File: config.mk
export PLATFORM = sky130hd
export DESIGN_NAME = fsm_transition_monitor
export DESIGN_NICKNAME = d
export VERILOG_FILES = /design/src/rtl/fsm_transition_monitor.sv
export SDC_FILE = /design/constraint.sdc
export NUM_CORES = 1
export LEC_CHECK = 0
export BUFFER_PORTS_ARGS = -buffer_cell sky130_fd_sc_hd__buf_2
export CORE_MARGIN = 10
export CORE_UTILIZATION = 30
export DETAILED_ROUTE_END_ITERATION = 7
export PLACE_DENSITY = 0.55
export SYNTH_ARGS = -nofsm -noshare
export SYNTH_HDL_FRONTEND = slang
export SYNTH_SLANG_ARGS = --single-unit
File: constraint.sdc
create_clock -name clk -period 7.3 [get_ports clk]
set_clock_uncertainty 0.1 [all_clocks]
set_input_delay 1.46 -clock clk [delete_from_list [all_inputs] [get_ports clk]]
set_output_delay 1.46 -clock clk [all_outputs]
set_load 0.005 [all_outputs]
File: src/rtl/fsm_transition_monitor.sv
// fsm_transition_monitor
// Passive observer for a small control FSM. Each cycle it samples the observed
// state and output. When the state changes it queues a transition record
// (from, to, out, timestamp) in a small FIFO. It also keeps sticky statistics:
// the set of states visited, whether an illegal encoding appeared, and whether
// a record was lost to a full FIFO. A downstream collector drains the records
// over a valid/ready port.
//
// Optional feature macro: FSM_MON_STUCK_EN
//   When defined, a counter measures how long the FSM has stayed in one state.
//   The sticky stuck flag rises once the state has held for STUCK_LIMIT cycles.
//   When undefined, stuck is tied to 0.
//
// Ports:
//   clk          in   clock, all logic on the rising edge
//   rst_n        in   synchronous active-low reset
//   state_in     in   observed FSM state
//   out_in       in   observed FSM output
//   mon_en       in   monitoring enable (prev_state sampling continues when 0)
//   rec_valid    out  record FIFO is non-empty
//   rec_ready    in   consumer accepts the head record
//   rec_from     out  head record: previous state
//   rec_to       out  head record: new state
//   rec_out      out  head record: out_in at the change
//   rec_ts       out  head record: cycle timestamp
//   trans_count  out  saturating count of detected transitions
//   visited      out  sticky bitmap of states seen while monitoring
//   illegal      out  sticky: a state outside LEGAL_MASK was seen
//   overflow     out  sticky: a record was dropped on a full FIFO
//   stuck        out  sticky stuck flag (optional feature)

module fsm_transition_monitor #(
   parameter int                    STATE_W    = 2,
   parameter int                    DEPTH      = 4,
   parameter int                    CNT_W      = 16,
   parameter logic [2**STATE_W-1:0] LEGAL_MASK = 4'b0111
`ifdef FSM_MON_STUCK_EN
   ,
   parameter int                    STUCK_LIMIT = 8
`endif
) (
   input  logic                  clk,
   input  logic                  rst_n,
   input  logic [STATE_W-1:0]    state_in,
   input  logic                  out_in,
   input  logic                  mon_en,
   output logic                  rec_valid,
   input  logic                  rec_ready,
   output logic [STATE_W-1:0]    rec_from,
   output logic [STATE_W-1:0]    rec_to,
   output logic                  rec_out,
   output logic [CNT_W-1:0]      rec_ts,
   output logic [CNT_W-1:0]      trans_count,
   output logic [2**STATE_W-1:0] visited,
   output logic                  illegal,
   output logic                  overflow,
   output logic                  stuck
);

   localparam int AW = $clog2(DEPTH);

   logic [STATE_W-1:0] prev_state;
   logic               primed;
   logic [CNT_W-1:0]   timestamp;

   logic [STATE_W-1:0] mem_from [DEPTH];
   logic [STATE_W-1:0] mem_to   [DEPTH];
   logic               mem_out  [DEPTH];
   logic [CNT_W-1:0]   mem_ts   [DEPTH];
   logic [AW-1:0]      wr_ptr;
   logic [AW-1:0]      rd_ptr;
   logic [AW:0]        count;

   logic detect;
   logic pop;
   logic full;
   logic do_push;

   // A transition is only meaningful once prev_state holds a real sample.
   // With a full FIFO, a same-cycle pop frees the slot the new record needs.
   assign detect  = primed && mon_en && (state_in != prev_state);
   assign rec_valid = (count != '0);
   assign pop     = rec_valid && rec_ready;
   assign full    = (count == (AW+1)'(DEPTH));
   assign do_push = detect && (!full || pop);

   assign rec_from = mem_from[rd_ptr];
   assign rec_to   = mem_to[rd_ptr];
   assign rec_out  = mem_out[rd_ptr];
   assign rec_ts   = mem_ts[rd_ptr];

   // Sampling front end. The timestamp runs freely and saturates. prev_state
   // follows state_in every cycle, whether or not monitoring is enabled.
   always_ff @(posedge clk) begin
      if (!rst_n) begin
         prev_state <= '0;
         primed     <= 1'b0;
         timestamp  <= '0;
      end else begin
         prev_state <= state_in;
         primed     <= 1'b1;
         if (timestamp != '1) begin
            timestamp <= timestamp + CNT_W'(1);
         end
      end
   end

   // Sticky statistics and the transition counter. An illegal state still
   // counts as a visit and still produces a record, so nothing is lost.
   always_ff @(posedge clk) begin
      if (!rst_n) begin
         trans_count <= '0;
         visited     <= '0;
         illegal     <= 1'b0;
         overflow    <= 1'b0;
      end else begin
         if (mon_en) begin
            visited[state_in] <= 1'b1;
            if (!LEGAL_MASK[state_in]) begin
               illegal <= 1'b1;
            end
         end
         if (detect) begin
            if (trans_count != '1) begin
               trans_count <= trans_count + CNT_W'(1);
            end
            if (full && !pop) begin
               overflow <= 1'b1;
            end
         end
      end
   end

   // Record FIFO. Storage is registered, so a record pushed on this edge
   // appears on rec_* one cycle later, and an empty FIFO never bypasses.
   // The occupancy is held in its own counter so that full and empty can
   // be told apart when the pointers are equal.
   always_ff @(posedge clk) begin
      if (!rst_n) begin
         wr_ptr <= '0;
         rd_ptr <= '0;
         count  <= '0;
         for (int i = 0; i < DEPTH; i++) begin
            mem_from[i] <= '0;
            mem_to[i]   <= '0;
            mem_out[i]  <= 1'b0;
            mem_ts[i]   <= '0;
         end
      end else begin
         if (do_push) begin
            mem_from[wr_ptr] <= prev_state;
            mem_to[wr_ptr]   <= state_in;
            mem_out[wr_ptr]  <= out_in;
            mem_ts[wr_ptr]   <= timestamp;
            wr_ptr           <= wr_ptr + AW'(1);
         end
         if (pop) begin
            rd_ptr <= rd_ptr + AW'(1);
         end
         case ({do_push, pop})
            2'b10:   count <= count + (AW+1)'(1);
            2'b01:   count <= count - (AW+1)'(1);
            default: count <= count;
         endcase
      end
   end

`ifdef FSM_MON_STUCK_EN
   localparam int SW = $clog2(STUCK_LIMIT + 1);

   logic [SW-1:0] stuck_cnt;
   logic          stuck_q;

   // Stuck detector. It counts consecutive monitored cycles with no state
   // change and saturates at the limit. The flag rises on the edge where the
   // count reaches STUCK_LIMIT and stays set until reset.
   always_ff @(posedge clk) begin
      if (!rst_n) begin
         stuck_cnt <= '0;
         stuck_q   <= 1'b0;
      end else if (primed && mon_en && (state_in == prev_state)) begin
         if (stuck_cnt != SW'(STUCK_LIMIT)) begin
            stuck_cnt <= stuck_cnt + SW'(1);
         end
         if (stuck_cnt >= SW'(STUCK_LIMIT - 1)) begin
            stuck_q <= 1'b1;
         end
      end else begin
         stuck_cnt <= '0;
      end
   end

   assign stuck = stuck_q;
`else
   assign stuck = 1'b0;
`endif

endmodule

Word-level counts from Yosys, hierarchy flattened
Memories as Yosys holds them, arrays and structs flattened. A register that Yosys moved wholly into a read port is not among the register bits.
Cells that the tools add are included.
Word-level totals
  word-level logic and storage cells: 78
  input bits: 7
  flip-flop bits (word level): 48
  memory bits (writable): 84
  output and inout bits: 45
  memories: 4
Memory list
  mem_ts: depth 4, bits a word 16, read ports 1, clocked after Yosys merged registers in 1, wr ports 4, line 69  | logic [CNT_W-1:0] mem_ts [DEPTH];
  mem_from: depth 4, bits a word 2, read ports 1, clocked after Yosys merged registers in 1, wr ports 4, line 66  | logic [STATE_W-1:0] mem_from [DEPTH];
  mem_to: depth 4, bits a word 2, read ports 1, clocked after Yosys merged registers in 1, wr ports 4, line 67  | logic [STATE_W-1:0] mem_to [DEPTH];
  mem_out: depth 4, bits a word 1, read ports 1, clocked after Yosys merged registers in 1, wr ports 4, line 68  | logic mem_out [DEPTH];
Operators by class
  magnitude comparators: 2
  bitwise logic cells: 2
  equal/unequal tests: 6
  add/sub/neg operators: 6
  reduce and logical (&&, ||, !) cells: 18
  muxes and demuxes: 30
Operators by type and width (count)
  $add A16 B1 Y16 const B: 2
  $ne A16 B16 Y1 const B: 2
  $mux W2: 14
  $mux W16: 1
  $reduce_or A16 Y1: 1
  $mux W1: 12
  $logic_and A1 B1 Y1: 6
  $pmux W3 S2: 1
  $reduce_and A2 Y1: 3
  $add A2 B1 Y2 const B: 2
  $or A4 B4 Y4: 1
  $reduce_or A2 Y1: 2
  $add A3 B1 Y3 const B: 1
  $eq A3 B3 Y1 const B: 1
  $lt A2 B3 Y1 const B: 1
  $reduce_bool A3 Y1: 1
  $sub A3 B1 Y3 const B: 1
  $bmux W1 S2: 1
  $demux W1 S2: 1
  $eq A2 B1 Y1 const B: 1
  $eq A2 B2 Y1 const B: 1
  $ge A2 B1 Y1 const B: 1
  $logic_not A1 Y1: 2
  $ne A2 B2 Y1: 1
  other kinds (4): 4

Depth between registers and ports, before layout
  depth in word-level cells: 9
  gate-level depth with buffers: 9
  depth with buffers taken out: 8

Worst setup path after synthesis
No wires, ideal clock.
  path type: input -> register
  start point: input rec_ready
  end point: memory mem_from[0][0], enable pin
  stages on the path: 5
  buffers on the path: 1
  setup slack: 3839 ps
  data arrival time: 2982 ps
  library setup time: 380 ps
  required time: 6820 ps
  cell sequence: clkbuf_1 -> nor4b_4 -> a2111oi_2 -> nor3b_2 -> nand2b_1
RTL lines
  start, declared: line 48  | input logic rec_ready,
  end, declared: line 66

==> results.txt <==
Worst-Margin Slew: 1.11 ns
Mux cell area share after synthesis: 9.44%
Crit Path Category: primary input to register
Post-DP HPWL: 8.68 mm
Worst vdd ir: 0.183 mV
Sw Share: 22.7%
EDFF count, synth: 81
Final Hold Fails: 0
Adder and majority gate portion of the synthesized area: 0.742%
Worst Reg-to-Reg Cells: 6
# IOs: 52
Initial DRT Pass Iterations: 4
DR iter-0 viols: 234
Rel. slew slack: 25.6%
Hold_buf cts: 0
Register area: 3490 sq um
Hold crit path type: register to register
Post-Layout Cell Count: 806
Min cycle time layout: 3.86 ns
Total CTS buffers: 17
CTS sink cnt: 134
Core Region: 19700 sq um
Reg-to-reg startpoint: prev_state[0]
Total grt overflow: 0
Post-CTS setup buffer count: 0
Hold path startpoint: mem_out[0]
Sequential-to-total area share from yosys stat: 57.6%
Setup TNS: 0 ns
N_diodes: 0
Post-synth design cell area: 6070 sq um
Internal power: 1.38 mW
Slew Limit Fails: 0
Fmax: 259 MHz
Clock Root Buffer: clkbuf_16
Post-Synth XOR/XNOR Area: 3.61%
Worst EP arrival: 3.79 ns
Max Cap Viol: 0
Routed Antenna Nets: 0
Min Hold Slack: 0.362 ns
RSZ-0062 raised after global routing: no
CTS tree: yes
Initial antenna violation count: 0
Bufs on Longest Clock Path: 2
Flop pwr share: 47.3%
Mapped Cells: 484
CP startpoint kind: primary input
CTS H-tree lvls: 4
Fin area: 7100 sq um
Number of global-route vias before repair: 3868
Crit Path Max Fanout: 29
Dominant synthesized flop cell: edfxtp_1
Crit path largest cell delay: 0.76 ns
Crit end category: register
R2R Setup Slk: 4.25 ns
Layout cells sized above 1: 22.7%
# rows: 51
Synth area leader: edfxtp_1
Pwr per Cell Area: 252 nW/um^2
Slowest cell on crit path: nand2b_1
RR Endpoint: mem_ts[0][0]
Die ar.: 26300 sq um
First-pass GRT wire length: 21.4 mm
Syn avg cell area: 12.5 sq um
Reg clk slew, reported paths: 0.06 ns
Register bit total from synthesis: 134
DP Cell Count: 774
Dominant cells by area after synthesis: edfxtp_1 (40%), dfxtp_1 (17%), and2_1 (7.9%)
YS warnings: 0
Mapped Nets: 494
Crit share post-route: 52.9%
Synth async-reset ratio: 0%
Fill cells: 1960
Tot Pwr: 1.79 mW
Crit-path cells: buf_2, inv_1, a2111oi_2, buf_4, nor3b_2, buf_4, nand2b_1
Largest family of logic cells by synthesized area: simple AND/OR/NAND/NOR gates
Port Buffers: 50
DR vias/cell: 4.63
Hold path endpoint: mem_out[0]
Number of remaining DRC errors: 0
WHS Path Cells: 2
RePlAce Congestion: 0.806
Area of the multi-input gates: 2400 sq um
Gate power share: 6.8%
Placed cell area: 6530 sq um
Final layout net count: 538
Via count: 3730
Final WL: 13.0 mm
Skew-Pair Late Insertion Delay: 0.43 ns
Post-synth cell types: 56
LEAKAGE: 2.62 nW
Wire length per cell: 16.2 um
CP Data Required Time: 7.23 ns
CP dominant cell by count: buf_4
Die H: 162 um
Status: complete, no violations
Setup violators final: 0
Sw power: 0.406 mW
Aggregate global-route resource usage: 10.4%
# resized after CTS: 0
Initial Utilization: 30.9%
Clock power share: 45.9%
Area grow syn2layout: 16.9%
Post-synth top area share: 40.1%
Compound-gate portion of the synthesized area: 4.76%
Pin count of the biggest net entering global routing: 39
Die W: 162 um
Simple-gate area share of the yosys netlist: 20.9%
==> synthesized netlist by cell type (2+ instances only) <==
cell type and instances:
o21a_1 2, mux2i_1 10, edfxtp_1 81, nand2b_1 8, nor3_1 9, nor3_2 2
xnor2_1 20, clkbuf_1 16, a41oi_1 2, mux4_2 21, nor4_1 3, nand4_1 10
buf_2 5, buf_1 2, or3_1 3, o221ai_1 2, buf_6 3, a31o_2 2
a21oi_1 9, nand2_1 30, inv_1 8, ha_1 2, and4_1 6, xor2_1 5
buf_4 3, and2_1 77, a31oi_1 5, nor2_1 42, nand3_1 13, and3_1 2
dfxtp_1 53, nor4_2 2, o21ai_0 3
==> how the worst max path moves through the flow <==
| stage | to | slack (ns) | startpoint |
|---|---|---|---|
| floorplan | mem_from[0][0] | 3.84 | rec_ready |
| finish | mem_ts[0][0] | 3.44 | rst_n |
| CTS | mem_ts[0][13] | 3.34 | rst_n |
| global placement | mem_ts[0][12] | 2.96 | rst_n |
| detailed placement | mem_ts[0][11] | 2.89 | rst_n |
| global route | mem_ts[0][6] | 3.15 | rst_n |
==> cells by family after synthesis <==
| group | Yosys count |
|---|---|
| xor gates and xnor gates | 25 |
| and+or+nand+nor | 218 |
| muxes | 31 |
| adders and majority gates | 3 |
| DFF | 134 |
| buffers and inverters | 37 |
| other | 1 |
| AOI/OAI and AO/OA | 35 |
==> power by group through the flow <==
stage	registers [mW]	logic (mW)	clock network [mW]
final	0.847	0.121	0.822
after global placement	0.862	0.124	0
after detailed placement	0.863	0.126	0
after floorplan	0.855	0.0873	0
after CTS	0.847	0.127	0.837
after global routing	0.850	0.136	0.869
==> cells in the final DEF (no fill, tap or decap), types with 9 or more instances in the layout <==
cell	instances
xnor2_1	20
nand4_1	10
mux4_2	21
nor3_1	9
mux2i_1	10
a21oi_1	9
nor2_1	42
nand3_1	13
dfxtp_1	53
and2_1	77
nand2_1	30
clkbuf_16	17
edfxtp_1	81
buf_2	50
==> stage by stage <==
step                      utilization, %  setup slack, ns
after floorplan                        -             3.84
final                               36.1             3.44
after global routing                36.1             3.15
after detailed placement            33.2             2.89
after global placement              33.2             2.96
after CTS                           36.1             3.34
==> cell type report <==
class | count | area share [%]
Multi-Input combinational cell | 313 | 33.8
Clock buffer | 19 | 6.10
Sequential cell | 134 | 49.2
Timing Repair Buffer | 54 | 3.95
Clock inverter | 13 | 1.85
Inverter | 8 | 0.423
Tap cell | 265 | 4.67
==> sequential cells by signal (all words and copies together) (netlist names), named ones only <==
register	flops
primed	1
mem_out	4
count	3
timestamp	16
rd_ptr	2
prev_state	2
illegal	1
wr_ptr	2
visited	4
trans_count	16
overflow	1
mem_from	8
mem_to	8
mem_ts	64
==> metal layers <==
metal	global-route usage [%]	wire length, um
met5	0	0
met4	4.38	178
met3	3.24	519
met2	17.2	6580
met1	12.3	5770
==> critical path: cells and delay by family <==
| family | cells | cell delay (ns) |
|---|---|---|
| buffers and inverters | 4 | 1.11 |
| and+or+nand+nor | 2 | 0.96 |
| AOI/OAI and AO/OA | 1 | 0.23 |
(Power assumes the default switching activity.)
